File: src/rtl/frame_read_arbiter.sv
// frame_read_arbiter: shares the frame BRAM read port between the VGA display
// path (absolute priority) and two background readers (A: blob scanner,
// B: calibration sampler), round-robin on idle cycles. Returned words are
// tagged with a per-client valid pulse aligned to 1+RD_LAT cycles after grant.
//
// Registered state (no multi-state FSM; the round-robin pointer is one bit):
//   last_b_q | 1 = B was granted most recently (A wins the next tie)
//   tag_q    | per-stage owner of the read in flight (none/A/B/display)
//   wait_*_q | cycles the client has been waiting while requesting
//   starve_q | sticky "waited STARVE_CYC cycles" flags
module frame_read_arbiter #(
  parameter int ADDR_W     = 17,
  parameter int DATA_W     = 12,
  parameter int RD_LAT     = 2,
  parameter int STARVE_CYC = 1024
) (
  input  logic              clk_in,
  input  logic              rst_in_n,
  input  logic              disp_en_in,
  input  logic [ADDR_W-1:0] disp_addr_in,
  input  logic              req_a_in,
  input  logic              req_b_in,
  input  logic [ADDR_W-1:0] addr_a_in,
  input  logic [ADDR_W-1:0] addr_b_in,
  output logic              gnt_a_out,
  output logic              gnt_b_out,
  output logic              rd_valid_a_out,
  output logic              rd_valid_b_out,
  output logic [DATA_W-1:0] rd_data_out,
  output logic [ADDR_W-1:0] bram_addr_out,
  input  logic [DATA_W-1:0] bram_dout_in,
  output logic [1:0]        starve_out,
  output logic              idle_out
);

  localparam int CW = $clog2(STARVE_CYC + 1);
  localparam logic [CW-1:0] WAIT_SAT = CW'(STARVE_CYC);

  typedef enum logic [1:0] {
    TAG_NONE = 2'd0,
    TAG_A    = 2'd1,
    TAG_B    = 2'd2,
    TAG_DISP = 2'd3
  } tag_t;

  logic [ADDR_W-1:0]      addr_q, addr_d;
  logic [RD_LAT:0][1:0]   tag_q, tag_d;
  logic                   last_b_q, last_b_d;
  logic [CW-1:0]          wait_a_q, wait_a_d;
  logic [CW-1:0]          wait_b_q, wait_b_d;
  logic [1:0]             starve_q, starve_d;
  logic                   gnt_a, gnt_b;
  tag_t                   new_tag;
  logic                   busy;

  // Arbitration: display first, then single requester, then round-robin tie.
  always_comb begin
    gnt_a    = 1'b0;
    gnt_b    = 1'b0;
    addr_d   = addr_q;
    new_tag  = TAG_NONE;
    last_b_d = last_b_q;
    if (disp_en_in) begin
      addr_d  = disp_addr_in;
      new_tag = TAG_DISP;
    end else if (req_a_in && (!req_b_in || last_b_q)) begin
      gnt_a    = rst_in_n;
      addr_d   = addr_a_in;
      new_tag  = TAG_A;
      last_b_d = 1'b0;
    end else if (req_b_in) begin
      gnt_b    = rst_in_n;
      addr_d   = addr_b_in;
      new_tag  = TAG_B;
      last_b_d = 1'b1;
    end
  end

  // Tag pipeline shift; stage RD_LAT lines up with data on bram_dout_in.
  always_comb begin
    tag_d    = tag_q;
    tag_d[0] = new_tag;
    for (int i = 1; i <= RD_LAT; i++) begin
      tag_d[i] = tag_q[i-1];
    end
  end

  // Wait counters saturate; flags latch once a counter reaches the limit.
  always_comb begin
    wait_a_d = '0;
    wait_b_d = '0;
    if (req_a_in && !gnt_a) begin
      wait_a_d = (wait_a_q == WAIT_SAT) ? WAIT_SAT : wait_a_q + CW'(1);
    end
    if (req_b_in && !gnt_b) begin
      wait_b_d = (wait_b_q == WAIT_SAT) ? WAIT_SAT : wait_b_q + CW'(1);
    end
    starve_d = starve_q | {(wait_b_d == WAIT_SAT), (wait_a_d == WAIT_SAT)};
  end

  // Idle only when nothing is requested and no client read is in flight.
  always_comb begin
    busy = req_a_in | req_b_in;
    for (int i = 0; i <= RD_LAT; i++) begin
      if (tag_q[i] == TAG_A || tag_q[i] == TAG_B) begin
        busy = 1'b1;
      end
    end
  end

  // State registers; reset discards every in-flight tag.
  always_ff @(posedge clk_in or negedge rst_in_n) begin
    if (!rst_in_n) begin
      addr_q   <= '0;
      tag_q    <= '0;
      last_b_q <= 1'b1;
      wait_a_q <= '0;
      wait_b_q <= '0;
      starve_q <= '0;
    end else begin
      addr_q   <= addr_d;
      tag_q    <= tag_d;
      last_b_q <= last_b_d;
      wait_a_q <= wait_a_d;
      wait_b_q <= wait_b_d;
      starve_q <= starve_d;
    end
  end

  assign gnt_a_out      = gnt_a;
  assign gnt_b_out      = gnt_b;
  assign rd_valid_a_out = (tag_q[RD_LAT] == TAG_A);
  assign rd_valid_b_out = (tag_q[RD_LAT] == TAG_B);
  assign rd_data_out    = bram_dout_in;
  assign bram_addr_out  = addr_q;
  assign starve_out     = starve_q;
  assign idle_out       = ~busy;

endmodule

File: config.mk
export PLATFORM = sky130hd
export DESIGN_NAME = frame_read_arbiter
export DESIGN_NICKNAME = d
export VERILOG_FILES = /design/src/rtl/frame_read_arbiter.sv
export SDC_FILE = /design/constraint.sdc
export NUM_CORES = 1
export LEC_CHECK = 0
export CORE_ASPECT_RATIO = 1.4
export CORE_MARGIN = 1
export CORE_UTILIZATION = 40
export DETAILED_ROUTE_END_ITERATION = 12
export PLACE_DENSITY = 0.76
export SKIP_LAST_GASP = 1
export SLEW_MARGIN = 40
export SYNTH_ARGS = -nofsm -noshare
export SYNTH_HDL_FRONTEND = slang
export SYNTH_SLANG_ARGS = --single-unit
File: constraint.sdc
create_clock -name clk_in -period 1.67 [get_ports clk_in]
set_input_delay 0.2505 -clock clk_in [delete_from_list [all_inputs] [get_ports clk_in]]
set_output_delay 0.2505 -clock clk_in [all_outputs]
set_load 0.01 [all_outputs]
# == Word-level counts from Yosys, hierarchy flattened ==
# Cells that the tools add are included.
# totals
ram_bits,0
romBits,0
memories,0
out_inout_bits,36
elab_cells,57
latch_bits,0
reg_bits,48
# classes
n_eq_ne,10
addsub,2
mul,0
reduce_logical,13
shifts,0
bitwise,4
div_mod_pow,0
order_cmp,0
n_mux,20
# ops
op,count
$mux W17,3
$eq A11 B11 Y1 const B,4
$mux W11,4
$add A11 B1 Y11 const B,2
$mux W1,10
$eq A2 B1 Y1 const B,3
$eq A2 B2 Y1 const B,3
$mux W2,3
$logic_or A1 B1 Y1,4
$logic_and A1 B1 Y1,3
$logic_not A1 Y1,3
$reduce_bool A3 Y1,1
$not A1 Y1,2
$or A2 B2 Y2,1
$reduce_and A2 Y1,1
$reduce_bool A2 Y1,1
$or A1 B1 Y1,1

# == Logic depth before layout (Yosys ltp) ==
# depth
ltp_word,10
mapped_depth,7
mapped_depth_nobuf,7

# == Least setup slack after synthesis ==
# OpenSTA, ideal clock, no wires.
# synth_timing
path_kind,flip-flop to flip-flop
startpoint,register wait_a_q[0]
endpoint,register starve_q[0] (netlist: starve_out[0])
path_slack_ns,-0.001
period_less_slack_ns,1.671
n_path_buf,1
stages_incl_launch_ff,8
arrival_time_ns,1.607
cell_sequence,dfrtp_1 > ha_1 > buf_2 > a211o_1 > a21boi_1 > mux2i_1 > o31ai_1 > a21o_1
# synth_via
elab_chain_cells,5
elab_cells_between_ends,6
cone_classes,add/sub (1); eq/ne (2); mux (2); bitwise (1)
# synth_lines
item,line_no,source
from (decl),49,"logic [CW-1:0] wait_a_q, wait_a_d;"
from (signal assigned),124,wait_a_q <= wait_a_d;
$add A11 B1 Y11 or $eq A11 B11 Y1 (tied branches),93,wait_a_d = (wait_a_q == WAIT_SAT) ? WAIT_SAT : wait_a_q + CW'(1);
$mux W11 *,93,
$mux W11 *,92,if (req_a_in && !gnt_a) begin
$eq A11 B11 Y1 *,98,"starve_d = starve_q | {(wait_b_d == WAIT_SAT), (wait_a_d == WAIT_SAT)};"
$or A2 B2 Y2 *,98,
via starve_d[0],51,"logic [1:0] starve_q, starve_d;"
to (signal assigned),126,starve_q <= starve_d;
to (decl),51,
# Mark *: on every way through the listed nets, which the timed path passes. The rest lies on a longest branch.
# A chain may end at the register's enable or synchronous reset.

# == Final worst setup path ==
# layout_timing
startpoint,register last_b_q
endpoint,output gnt_b_out
# layout_via
elab_chain_cells,4
# layout_lines
item,line_no,source
from (decl),48,"logic last_b_q, last_b_d;"
from (signal assigned),123,last_b_q <= last_b_d;
$logic_or A1 B1 Y1,66,end else if (req_a_in && (!req_b_in || last_b_q)) begin
$logic_and A1 B1 Y1,66,
$mux W1,66,
$mux W1,63,if (disp_en_in) begin
to (decl),26,"output logic gnt_b_out,"
# No other way between the ends.

==> results.toml <==
[route]
drtAntennaViolNets = 0
drt_pass1_iterations = 4
post_drt_wl_per_cell_um = 13.74
viasPerCell = 4.924
drc = 0
vias = 2275
routed_wl_mm = 6.346
drt_iter0_drc = 95

[finish]
fillers = 604
layout_commonest_cell = "clkdlybuf4s50_1"
most-common-layout-cells = "73 x clkdlybuf4s50_1, 46 x dfrtp_1, 27 x nor2_1"
final_cells = 462
antenna_cells = 0
drive_above_1_share_pct = 22.97
nNetsFinal = 443
syn2layout_area_growth_pct = 42.09

[power_and_ir_drop]
internal_power_w = 0.002104
power_frac_seq_pct = 45.4
p_leak_nw = 1.766
ir_drop_uv = 443.5
power_switching_w = 0.0007172
p_sw_share_pct = 25.42
p_clk_share_pct = 29.9
p_comb_share_pct = 24.7
powerDensity_nw_per_um2 = 711.4

[sta]
max_freq_mhz = 602.1
worst_slew_pin_slew_ns = 0.5971
post-route-min-period_ns = 1.661
fin_worst_skew_ns = 0.01062
fin_crit_sh_pct = 99.46
fin_tns_setup_ns = 0
drv_slew = 0
rsz0062_at_grt = "yes"
finalHoldViolCount = 0
relSlewSlack_pct = 60.19
finalSetupViolCount = 0

[global_routing]
antenna_found_initial = 0
grt_max_degree = 49
overflow = 0
grt_pass1_wl_mm = 10.81
grt_usage_pct = 18.97
grt_pass1_vias = 2407

[logic_synthesis]
synth_ff_type = "dfrtp_1"
postSynthCellCount = 278
yosysTopAreaCellShare_pct = 42.13
syn_area_um2 = 2791
syn-num-nets = 352
synth_top_area_cell = "dfrtp_1"
synth_seq_cells = 48
yosysSeqAreaShare_pct = 43.07
synth_warnings = 0
avgSynthCellArea_um2 = 10.04
synth-edff-count = 0
postSynth.asyncResetShare_pct = 100.0
synthTopCellsByArea = "dfrtp_1 42%, mux2_2 7.3%, mux2i_1 6.8%"
ys_types = 46

[critical_path]
end_kind = "output port"
crit_type = "reg -> out"
cp-start-kind = "register"
cp_max_fo = 2
cp.arrival_ns = 1.41
required_ns = 1.42

[clocking]
cts_root_buffer = "clkbuf_8"
hold_buffers = 0
cts_tree = "built"
clk_latency_ns = 0.31
cts.sinks = 48
clkTransAtPathRegs_ns = 0.10
cts_buffers = 5
cts_max_path_buffers = 2
h-tree-depth = 2

[floorplan]
die-area_um2 = 7321
core-area_um2 = 6656
dieHeight_um = 100.8
rows = 35
die_w_um = 72.60
ioPinCount = 104
initial_utilization_pct = 41.94

[placement]
gp_congestion = 0.8488
io_buffers = 79
dp_hpwl_mm = 4.699
dp_cells = 451

[outcome]
status = "complete, no violations"

[flow_run]
drv_cap = 0

[min_path]
hold_path_class = "in -> async"
## area by class of cell
cell class / instances / area, um2 / share of cell area (%)
well taps: 92 / 115.1 / 2.902
multi-input cells: 196 / 1446 / 36.47
clock inverters: 3 / 42.54 / 1.073
inverters: 9 / 33.78 / 0.8517
repair buffers: 109 / 1056 / 26.62
flip-flops and latches: 48 / 1204 / 30.35
clock buffers: 5 / 68.82 / 1.735
## critical path, stage by stage (launching register included)
cell             delay, ns
dfstp_2               0.54
nand2b_4              0.13
nand2_4               0.06
nand2_2               0.09
nor2_1                0.04
clkdlybuf4s15_2       0.24
## metal layers
layer | part of all wire (%) | track usage (%)
met1 | 39 | 21.09
met2 | 53 | 33.79
met3 | 5.5 | 5.000
met4 | 2.1 | 7.843
met5 | 0 | 0
## metrics by stage
stage	area, um2	worst slack [ns]	utilization [%]	power, W	hold slack, ns
after global routing	3966	-0.06986	59.59	0.002968	0.09169
after detailed placement	3764	-0.2230	56.54	0.001963	0.3816
after global placement	3764	-0.2262	56.54	0.001948	0.3744
final	3966	0.009067	59.59	0.002822	0.05264
after CTS	3884	-0.03121	58.35	0.002822	0.06769
after floorplan	2796	0.005856	-	0.001599	-0.04509
## power groups by stage
| stage | clock network, W | logic, W | registers [W] |
|---|---|---|---|
| CTS | 0.000873 | 0.000667 | 0.00128 |
| finish | 0.000843 | 0.000696 | 0.00128 |
| global route | 0.000912 | 0.000764 | 0.00129 |
| floorplan | 0 | 0.000267 | 0.00133 |
| detailed placement | 0 | 0.000657 | 0.00131 |
| global placement | 0 | 0.000647 | 0.00130 |
## final timing paths
check                                startpoint                      endpoint  slack (ns)  depth (start not counted)
max in group asynchronous              rst_in_n         wait_a_q[3]$_DFF_PN0_        1.20                          2
setup / recovery           last_b_q$_DFFE_PN1P_                     gnt_b_out       0.009                          5
min in group clk_in          tag_d[4]$_DFF_PN0_            tag_q[4]$_DFF_PN0_        0.40                          0
hold reg to reg              tag_d[4]$_DFF_PN0_            tag_q[4]$_DFF_PN0_        0.40                          0
hold / removal                         rst_in_n         wait_a_q[7]$_DFF_PN0_        0.05                          2
setup reg to reg           last_b_q$_DFFE_PN1P_  bram_addr_out[7]$_DFFE_PN0P_        0.02                          7
## kinds of logic (layout without fill, tap and decap cells)
family	after synthesis	in the layout	synth area share, %
mux	37	37	14.07
compound gates	35	35	8.965
fa+ha+maj	6	6	2.689
xor+xnor	21	21	6.589
flops	48	48	43.08
buf+inv	34	126	6.903
simple gates	97	97	17.71
## cells in the mapped netlist, types with 2 or more instances
| cell | number |
|---|---|
| nor2_1 | 28 |
| o21ai_1 | 9 |
| clkbuf_1 | 3 |
| nor3_1 | 8 |
| buf_2 | 7 |
| buf_4 | 15 |
| nand2b_1 | 6 |
| mux2_2 | 18 |
| a31o_2 | 2 |
| nand4_1 | 4 |
| nand3_1 | 7 |
| dfrtp_1 | 47 |
| o21ai_0 | 11 |
| xor2_1 | 12 |
| nor4_1 | 2 |
| nand4_2 | 2 |
| mux2i_1 | 19 |
| xnor2_1 | 9 |
| nand2_1 | 26 |
| and3_1 | 4 |
| ha_1 | 6 |
| inv_1 | 9 |
## repair_timing
item,4_1_cts,5_1_grt
endpoints found under the setup margin,7,21
gates resized for setup,17,16
pin swaps,3,5
setup buffers,1,1
cloned,0,1
## state kept, by name, indices dropped and copies added (netlist names)
signal / count
wait_b_q: 11
starve_out: 2
wait_a_q: 11
bram_addr_out: 17
tag_q: 2
tag_d: 4
last_b_q: 1
(Power assumes the default switching activity.)
==> edit: new RTL, config.mk and constraints unchanged <==
`addr_q` and `tag_q` no longer have a reset.
--- a/src/rtl/frame_read_arbiter.sv
+++ b/src/rtl/frame_read_arbiter.sv
@@ -111,20 +111,21 @@
   // State registers; reset discards every in-flight tag.
   always_ff @(posedge clk_in or negedge rst_in_n) begin
     if (!rst_in_n) begin
-      addr_q   <= '0;
-      tag_q    <= '0;
       last_b_q <= 1'b1;
       wait_a_q <= '0;
       wait_b_q <= '0;
       starve_q <= '0;
     end else begin
-      addr_q   <= addr_d;
-      tag_q    <= tag_d;
       last_b_q <= last_b_d;
       wait_a_q <= wait_a_d;
       wait_b_q <= wait_b_d;
       starve_q <= starve_d;
     end
+  end
+
+  always_ff @(posedge clk_in) begin
+    addr_q <= addr_d;
+    tag_q  <= tag_d;
   end
 
   assign gnt_a_out      = gnt_a;
Formal check against the unedited RTL: not equivalent (a bounded check fails within 4 cycles, from zero or initial values and one cycle with rst_in_n low).
==> edit against the original RTL <==
  * Sequential power increased by 5%
  * Routed wire length decreased by 7.9%
  * Setup slack improved by 0.033 ns
  * First-iteration DRC count increased by 8.4%
  * Combinational power decreased by 19%
  * Area after synthesis decreased by 6.2%
  * Power decreased by 3.2%
  * Critical path depth increased by 1
  * Clock skew about the same
  * Global-route usage decreased by 0.92 points
  * Largest cell class is now sequential cells
  * Count of clock-buffer cells in the layout increased by 1
  * Sequential cell count unchanged
  * Cell area decreased by 6.5%
==> edit: results (changes against the original RTL) <==
[pwr]
sw_frac_of_total=0.238  ; was 0.254
ir_worst_vdd_mv=0.332  ; was 0.443 mV
power_leakage_nw=1.60  ; was 1.77 nW

[critical_path]
r2r-start=wait_b_q[0]$_DFF_PN0_  ; was last_b_q$_DFFE_PN1P_
crit_fanout=6  ; was 2
crit_family=simple AND/OR/NAND/NOR gates  ; was flip-flops
reg2reg_slack_ns=0.04  ; was 0.02 ns
critPathMaxStageDelay_ns=0.38  ; was 0.54 ns
reg2regPathDepth=6  ; was 7
slowest_stage=dfrtp_1  ; was dfstp_2
cp_data_arrival_time_ns=1.83  ; was 1.41 ns
rr_endpoint=starve_out[1]$_DFF_PN0_  ; was bram_addr_out[7]$_DFFE_PN0P_

[global_route]
grt_usage=0.181  ; was 0.190
grt_first_pass_wirelength_um=9860  ; was 10800 µm
grt_max_degree=36  ; was 49
grt_pass1_vias=2141  ; was 2407

[floorplan]
core_um2=6250  ; was 6660 µm²

[place]
pre_cts_ws_ns=-0.273  ; was -0.223 ns
portBuffers=79  ; unchanged
gp_congestion=0.916  ; was 0.849
dp_hpwl_um=4450  ; was 4700 µm

[final_layout]
largest_reg_flops=17  ; unchanged
final_layout_size_suffix_gt1_frac=0.170  ; was 0.230
fillerInstances=573  ; was 604
nets=426  ; was 443
antenna_cells=0  ; unchanged

[clock_network]
htreeDepth=2  ; unchanged
ctsRootBufferMaster=clkbuf_8  ; unchanged
clkTransAtPathRegs_ns=0.09
clockBufferDepth=2  ; unchanged
cts_made_buffers=5  ; unchanged

[logic_synthesis]
synth_compound_area_frac=0.106  ; was 0.0896
yosysSeqAreaShare=0.480  ; was 0.431
synth_xor_area_frac=0.0602  ; was 0.0659
synth_commonest_cells=nand2_1, dfrtp_1, nor2_1, o21ai_0  ; was dfrtp_1, nor2_1, nand2_1, mux2i_1, mux2_2
synthMuxAreaShare=0.0650  ; was 0.141
async_flop_share=0.521  ; was 1.00
syn_nets=338  ; was 352
synth_edf_count=17  ; was 0
synthAdderAreaFrac=0.0287  ; was 0.0269
ys_top_cells_by_area=dfrtp_1, edfxtp_1, mux2i_1  ; was dfrtp_1, mux2_2, mux2i_1
yosys_warnings=0  ; unchanged

[routing]
drt_iter0_markers=103  ; was 95
routed_wl_um=5840  ; was 6350 µm
vias_per_cell=5.11  ; was 4.92

[sta]
worstMarginPinSlew_ns=0.393  ; was 0.597 ns
whs_ns=0.366  ; was 0.0526 ns
fmax_ghz=0.614  ; was 0.602 GHz
finClkSkew_ns=0.0102  ; was 0.0106 ns

[min_path]
min_path_cells=0
min-delay-path-class=flip-flop to flip-flop  ; was primary input to asynchronous set/reset pin
hold_path.startpoint=tag_d[5]$_DFF_P_

[outcome]
status=complete, no violations  ; unchanged

==> edit: repair_timing <==
item                                    in CTS  in global routing
gates resized for setup                     11                 15
endpoints found under the setup margin       4                  6
pin swaps                                    0                  1
setup buffers                                1                  0
==> edit: kinds of logic after synthesis <==
family	count (synthesis)
AOI/OAI and AO/OA	43
xor gates and xnor gates	18
adders and majority gates	6
buffers and inverters	38
DFF	48
muxes	17
and+or+nand+nor	94
==> edit: final cells by class <==
class                           count  area (µm²)  area share
Multi-Input combinational cell    178        1200       0.324
Clock inverter                      2        35.0     0.00944
Inverter                           13        48.8      0.0132
Clock buffer                        6        72.6      0.0196
Timing Repair Buffer              106        1000       0.269
Sequential cell                    48        1260       0.340
Tap cell                           72        90.1      0.0243
==> edit: power by group through the flow <==
| stage | Clock (W) | Combinational, W | Sequential (W) |
|---|---|---|---|
| global placement | 0 | 0.000538 | 0.00136 |
| floorplan | 0 | 0.000214 | 0.00139 |
| CTS | 0.000857 | 0.000564 | 0.00134 |
| global route | 0.000907 | 0.000614 | 0.00135 |
| detailed placement | 0 | 0.000549 | 0.00136 |
| finish | 0.000833 | 0.000562 | 0.00134 |
==> edit: through the flow <==
stage                     setup TNS, ns  instances  utilization  area (µm²)
after CTS                       -0.0256        425        0.588        3680
after global placement            -2.73        416        0.568        3550
after global routing            -0.0456        425        0.593        3710
final                                 0        425        0.593        3710
after detailed placement          -3.56        416        0.568        3550
after floorplan                       0        264            -        2620
==> edit: how the worst max path moves through the flow <==
stage | start | endpoint | cells after the start
2_1_floorplan | wait_a_q[0]$_DFF_PN0_ | starve_out[0]$_DFF_PN0_ | 6
3_3_place_gp | req_a_in | gnt_a_out | 4
5_1_grt | wait_b_q[6]$_DFF_PN0_ | starve_out[1]$_DFF_PN0_ | 5
4_1_cts | tag_q[4]$_DFF_P_ | idle_out | 5
6_report | wait_b_q[0]$_DFF_PN0_ | starve_out[1]$_DFF_PN0_ | 6
3_5_place_dp | req_a_in | gnt_a_out | 4
==> edit: worst reg2reg max path, stage by stage (launching register included) <==
cell and delay (ns):
dfrtp_1 0.38, ha_2 0.25, nand3_1 0.14, nor3_2 0.19, xor2_1 0.16, nand2b_1 0.10
o41ai_2 0.30
==> edit: layer usage <==
metal	up-vias	GRT usage	share of wire
li1	1077	-	-
met1	1010	0.209	0.38
met2	72	0.314	0.54
met3	12	0.0485	0.071
met4	0	0.0708	0.015
met5	-	0	0
